===== config.mk =====
export PLATFORM = sky130hd
export DESIGN_NAME = hazard_ctrl
export DESIGN_NICKNAME = d
export VERILOG_FILES = /design/src/rtl/hctrl_pkg.sv /design/src/rtl/hctrl_fwd_sel.sv /design/src/rtl/hazard_ctrl.sv
export SDC_FILE = /design/constraint.sdc
export NUM_CORES = 1
export LEC_CHECK = 0
export BUFFER_PORTS_ARGS = -buffer_cell sky130_fd_sc_hd__buf_2
export CAP_MARGIN = 20
export CELL_PAD_IN_SITES_DETAIL_PLACEMENT = 1
export CELL_PAD_IN_SITES_GLOBAL_PLACEMENT = 1
export CORE_AREA = 4 4 67 69
export DETAILED_ROUTE_END_ITERATION = 8
export DIE_AREA = 0 0 71 73
export GPL_TIMING_DRIVEN = 0
export PLACE_DENSITY = 0.72
export SYNTH_ARGS = -nofsm -noshare
export SYNTH_HDL_FRONTEND = slang
export SYNTH_SLANG_ARGS = --single-unit

===== constraint.sdc =====
create_clock -name clk -period 1.95 [get_ports clk]
set_clock_uncertainty 0.15 [all_clocks]
set_input_delay 0.2925 -clock clk [delete_from_list [all_inputs] [get_ports clk]]
set_output_delay 0.2925 -clock clk [all_outputs]
set_load 0.02 [all_outputs]

===== src/rtl/hctrl_pkg.sv =====
// Shared types and constants for the hazard/forwarding controller.
// The tag width is tied to HC_AW; hazard_ctrl's AW parameter must equal it.
package hctrl_pkg;
    localparam int HC_AW = 5;
    localparam int HC_SW = 2;

    localparam logic [HC_SW-1:0] FWD_REG   = 2'd0;
    localparam logic [HC_SW-1:0] FWD_MEM   = 2'd1;
    localparam logic [HC_SW-1:0] FWD_WB    = 2'd2;
    localparam logic [HC_SW-1:0] FWD_WBDEC = 2'd3;

    typedef enum logic {
        RUN   = 1'b0,
        STALL = 1'b1
    } state_t;

    typedef struct packed {
        logic             vld;
        logic [HC_AW-1:0] add;
        logic             ld;
    } tag_t;

    localparam int   TAG_W    = $bits(tag_t);
    localparam tag_t TAG_NONE = '0;
endpackage


===== src/rtl/hctrl_fwd_sel.sv =====
// Per-source forwarding priority encoder: youngest in-flight producer wins.
// HCTRL_R0_ZERO_EN: when defined, source address 0 never matches any tag.
module hctrl_fwd_sel
    import hctrl_pkg::*;
(
    input  logic [TAG_W-1:0] i_t_exe,
    input  logic [TAG_W-1:0] i_t_mem,
    input  logic [TAG_W-1:0] i_t_wb,
    input  logic [HC_AW-1:0] i_src_add,
    input  logic             i_src_vld,
    output logic [HC_SW-1:0] o_sel,
    output logic             o_ld_hit
);
    tag_t w_exe;
    tag_t w_mem;
    tag_t w_wb;
    logic w_src_ok;
    logic w_m_exe;
    logic w_m_mem;
    logic w_m_wb;
    logic w_prod_ld;

    assign w_exe = tag_t'(i_t_exe);
    assign w_mem = tag_t'(i_t_mem);
    assign w_wb  = tag_t'(i_t_wb);

`ifdef HCTRL_R0_ZERO_EN
    assign w_src_ok = i_src_vld && (i_src_add != '0);
`else
    assign w_src_ok = i_src_vld;
`endif

    assign w_m_exe = w_src_ok && w_exe.vld && (w_exe.add == i_src_add);
    assign w_m_mem = w_src_ok && w_mem.vld && (w_mem.add == i_src_add);
    assign w_m_wb  = w_src_ok && w_wb.vld  && (w_wb.add  == i_src_add);

    // w_prod_ld carries the load flag of whichever producer won the priority.
    always_comb begin
        o_sel     = FWD_REG;
        w_prod_ld = 1'b0;
        if (w_m_exe) begin
            o_sel     = FWD_MEM;
            w_prod_ld = w_exe.ld;
        end else if (w_m_mem) begin
            o_sel     = FWD_WB;
            w_prod_ld = w_mem.ld;
        end else if (w_m_wb) begin
            o_sel     = FWD_WBDEC;
            w_prod_ld = w_wb.ld;
        end
    end

    // Only a load still in EXE is too young to forward from.
    assign o_ld_hit = (o_sel == FWD_MEM) && w_prod_ld;
endmodule


===== src/rtl/hazard_ctrl.sv =====
// Hazard and forwarding controller: tracks EXE/MEM/WB destination tags, registers
// forwarding selects for EXE and inserts a one-cycle bubble on load-use. Option: HCTRL_R0_ZERO_EN.
module hazard_ctrl
    import hctrl_pkg::*;
#(
    parameter int AW = 5,
    parameter int SW = 2
) (
    input  logic          clk,
    input  logic          rst,
    input  logic [AW-1:0] dec_src1_add,
    input  logic [AW-1:0] dec_src2_add,
    input  logic [1:0]    dec_src_vld,
    input  logic [AW-1:0] dec_reg_wr_add,
    input  logic          dec_reg_wr_en,
    input  logic          dec_mem_rd,
    output logic [SW-1:0] mux1_hctr,
    output logic [SW-1:0] mux2_hctr,
    output logic          stall_pc,
    output logic          stall_dec,
    output logic          bubble_exe,
    output logic          dbg_state
);
    state_t        r_state;
    state_t        w_next_state;
    tag_t          r_t_exe;
    tag_t          r_t_mem;
    tag_t          r_t_wb;
    tag_t          w_dec_tag;
    logic [SW-1:0] r_mux1;
    logic [SW-1:0] r_mux2;
    logic          r_bubble;
    logic [SW-1:0] w_sel1;
    logic [SW-1:0] w_sel2;
    logic          w_ld_hit1;
    logic          w_ld_hit2;
    logic          w_stall;

    assign w_dec_tag = tag_t'({dec_reg_wr_en, dec_reg_wr_add, dec_mem_rd});

    hctrl_fwd_sel u_sel1 (
        .i_t_exe   (r_t_exe),
        .i_t_mem   (r_t_mem),
        .i_t_wb    (r_t_wb),
        .i_src_add (dec_src1_add),
        .i_src_vld (dec_src_vld[0]),
        .o_sel     (w_sel1),
        .o_ld_hit  (w_ld_hit1)
    );

    hctrl_fwd_sel u_sel2 (
        .i_t_exe   (r_t_exe),
        .i_t_mem   (r_t_mem),
        .i_t_wb    (r_t_wb),
        .i_src_add (dec_src2_add),
        .i_src_vld (dec_src_vld[1]),
        .o_sel     (w_sel2),
        .o_ld_hit  (w_ld_hit2)
    );

    // STALL never re-stalls: the bubble just placed in EXE cannot match.
    always_comb begin
        w_next_state = r_state;
        w_stall      = 1'b0;
        case (r_state)
            RUN: begin
                if (w_ld_hit1 || w_ld_hit2) begin
                    w_stall      = 1'b1;
                    w_next_state = STALL;
                end
            end
            STALL: begin
                w_next_state = RUN;
            end
            default: begin
                w_next_state = RUN;
            end
        endcase
    end

    always_ff @(posedge clk) begin
        if (rst) begin
            r_state  <= RUN;
            r_t_exe  <= TAG_NONE;
            r_t_mem  <= TAG_NONE;
            r_t_wb   <= TAG_NONE;
            r_mux1   <= FWD_REG;
            r_mux2   <= FWD_REG;
            r_bubble <= 1'b0;
        end else begin
            r_state <= w_next_state;
            r_t_mem <= r_t_exe;
            r_t_wb  <= r_t_mem;
            if (w_stall) begin
                r_t_exe  <= TAG_NONE;
                r_mux1   <= FWD_REG;
                r_mux2   <= FWD_REG;
                r_bubble <= 1'b1;
            end else begin
                r_t_exe  <= w_dec_tag;
                r_mux1   <= w_sel1;
                r_mux2   <= w_sel2;
                r_bubble <= 1'b0;
            end
        end
    end

    assign stall_pc   = w_stall && !rst;
    assign stall_dec  = w_stall && !rst;
    assign mux1_hctr  = r_mux1;
    assign mux2_hctr  = r_mux2;
    assign bubble_exe = r_bubble;
    assign dbg_state  = r_state;
endmodule


==> impl_metrics.env <==
export IMPL_routed_via_density=4.63
export IMPL_numCtsBuffers=3
export IMPL_grt_antenna_before_repair=0
export IMPL_rr_worst_depth=5
export IMPL_fin_area_um2=1570
export IMPL_holdPathStages=2
export IMPL_setup_viol=2
export IMPL_grtUsageTotal_pct=12.4
export IMPL_syn2layout_area_growth_pct=36.9
export IMPL_drc=0
export IMPL_placement_io_buffers=28
export IMPL_clk_path_buf_depth=2
export IMPL_grt_start_max_net_pins=15
export IMPL_drive_above_1_share_pct=43.5
export IMPL_globalRouteMet2Util_pct=23.1
export IMPL_dp_hpwl_um=2300
export IMPL_root_buffer="clkbuf_8"
export IMPL_yosysUniqueCellTypes=23
export IMPL_rsz0062_at_grt="true"
export IMPL_fillCellCount=476
export IMPL_drt_iter0_drc=14
export IMPL_num_io_pins=29
export IMPL_path_max_fanout=3
export IMPL_cap_violations=0
export IMPL_register_area_um2=494
export IMPL_drt_pass1_iter_count=4
export IMPL_tns_ns=-0.354
export IMPL_cp_data_required_time_ns=1.51
export IMPL_holdCritPathClass="in -> reg"
export IMPL_final_common_cell="buf_2"
export IMPL_dpl_cell_area_um2=1370
export IMPL_crit_type="reg -> out"
export IMPL_multi_input_area_um2=733
export IMPL_period_share_pct=110
export IMPL_grt_first_pass_wirelength_um=5030
export IMPL_floorplan_core_area_um2=3910
export IMPL_ys_seq_area_share_pct=42.0
export IMPL_max_freq_ghz=0.468
export IMPL_num_antenna_cells=0
export IMPL_nets=169
export IMPL_netlist_instances=110
export IMPL_critPathLaunchType="flop"
export IMPL_postRouteWirelength_um=2940
export IMPL_hold_violations=0
export IMPL_tritoncts="built"
export IMPL_rows=23
export IMPL_initial_core_util_pct=29.3
export IMPL_die_area_um2=5180
export IMPL_die_w_um=71
export IMPL_synth_area_um2=1140
export IMPL_ctsHoldBuffers=0
export IMPL_clock_sinks=24
export IMPL_vias=913
export IMPL_cp_arrival_ns=1.69
export IMPL_clk_latency_ns=0.27
export IMPL_met3_usage_pct=1.65
export IMPL_busiest_layer="met2"
export IMPL_syn_area_per_cell_um2=10.4
export IMPL_clkTransAtPathRegs_ns=0.10
export IMPL_drt_antenna_violating_nets=0
export IMPL_relSlewSlack_pct=45.4
export IMPL_fin_crit_ns=2.14
export IMPL_cp_end_kind="output pin"
export IMPL_gp_congestion=0.763
export IMPL_status="complete, but fails checks"
export IMPL_synth_seq_cells=24
export IMPL_overflow=0
export IMPL_dp_cells=188
export IMPL_holdWs_ns=0.108
export IMPL_grt_util_met1_pct=14.5
export IMPL_leakage_nw=0.604
export IMPL_power_density_nw_per_um2=716
export IMPL_synth_warnings=0
export IMPL_grt_pass1_vias=1070
export IMPL_fin_cells=197
export IMPL_vdd_ir_drop_max_mv=0.317
export IMPL_drt_wirelength_per_cell_um=14.9
export IMPL_syn_nets=131
export IMPL_total_power_mw=1.12
export IMPL_tightest_slew_ns=0.815
export IMPL_die_h_um=73
export IMPL_htreeDepth=1
export IMPL_violations="setup timing"
export IMPL_fin_ws_ns=-0.187
export IMPL_final_cell_mix="27 x buf_2, 19 x dfxtp_1, 14 x xnor2_1, 12 x nor2b_1"
export IMPL_maxSlewViolCount=0
-- stage by stage --
| stage | utilization [%] | worst slack [ns] |
|---|---|---|
| after floorplan | - | 0.00519 |
| after detailed placement | 34.9 | -0.218 |
| after CTS | 39.8 | -0.190 |
| after global placement | 34.9 | -0.160 |
| final | 40.1 | -0.187 |
| after global routing | 40.1 | -0.268 |
-- worst max-delay path: stages, from the launching register on --
cell      delay (ns)
dfxtp_2         0.36
xnor2_2         0.18
nand3_2         0.12
or2_4           0.28
a211oi_4        0.26
buf_6           0.13
buf_6           0.10
-- sequential cells by signal, summed over array words and instances, names as in the netlist --
name,count
mux1_hctr,2
r_t_exe,7
dbg_state,1
r_t_mem,6
r_t_wb,6
mux2_hctr,2
-- path summary, 6_finish.rpt --
| check | slack, ns | start | end |
|---|---|---|---|
| worst max-delay path | -0.19 | r_t_exe[3] | stall_pc |
| worst min-delay path | 0.11 | dec_reg_wr_add[2] | r_t_exe[3] |
| worst max register to register | 0 | r_t_exe[4] | r_t_exe[4] |
| worst min register to register | 0.36 | r_t_mem[6] | r_t_wb[6] |
-- power by group --
part	internal [mW]	switching (mW)	leakage [nW]	total [mW]
Clock	0.275	0.174	0.0357	0.449
Sequential	0.505	0.0188	0.199	0.524
Combinational	0.0776	0.0717	0.370	0.149
Total	0.858	0.264	0.604	1.12
-- logic make-up (layout without fill, tap and decap cells) --
family,count (synthesis),in the layout,share of synthesized area [%]
compound gates,9,9,8.20
xor+xnor,30,30,23.0
buf+inv,3,40,1.64
flops,24,24,42.0
simple gates,44,44,25.2
-- Yosys cell counts, drive strengths merged --
cell | n | area [µm²]
xor2 | 8 | 70.1
or2 | 4 | 25.0
nand3 | 4 | 20.0
nor2 | 3 | 11.3
o211ai | 2 | 15.0
nand2 | 3 | 11.3
nand4 | 4 | 31.3
nor3b | 7 | 52.6
xnor2 | 22 | 193
a2111oi | 2 | 30.0
o21bai | 1 | 18.8
dfxtp | 24 | 480
nor4 | 2 | 25.0
nor3 | 1 | 10.0
nor2b | 12 | 75.1
buf | 2 | 15.0
clkbuf | 1 | 3.75
nand2b | 1 | 6.26
or3b | 1 | 8.76
and3 | 2 | 12.5
a211oi | 4 | 30.0
-- layout make-up --
type / count / share of cell area [%]
buffer: 3 / 1.44
clock buffer: 3 / 2.63
clock inverter: 1 / 1.92
multi-input combinational: 83 / 46.8
sequential: 24 / 31.5
tap: 50 / 3.99
timing repair buffer: 33 / 11.7
-- per-layer routing --
| layer | routed length, µm | vias up |
|---|---|---|
| li1 | - | 452 |
| met1 | 1180 | 439 |
| met2 | 1620 | 18 |
| met3 | 98 | 4 |
| met4 | 38 | 0 |
| met5 | 0 | - |
-- timing repair --
| action | CTS | global route |
|---|---|---|
| setup endpoints to repair | 2 | 12 |
| buffers inserted | 5 | 0 |
| resized for setup | 19 | 2 |
| pin swaps | 10 | 1 |
| cloned | 0 | 0 |
Note: power is estimated with default switching activity, not from simulation.
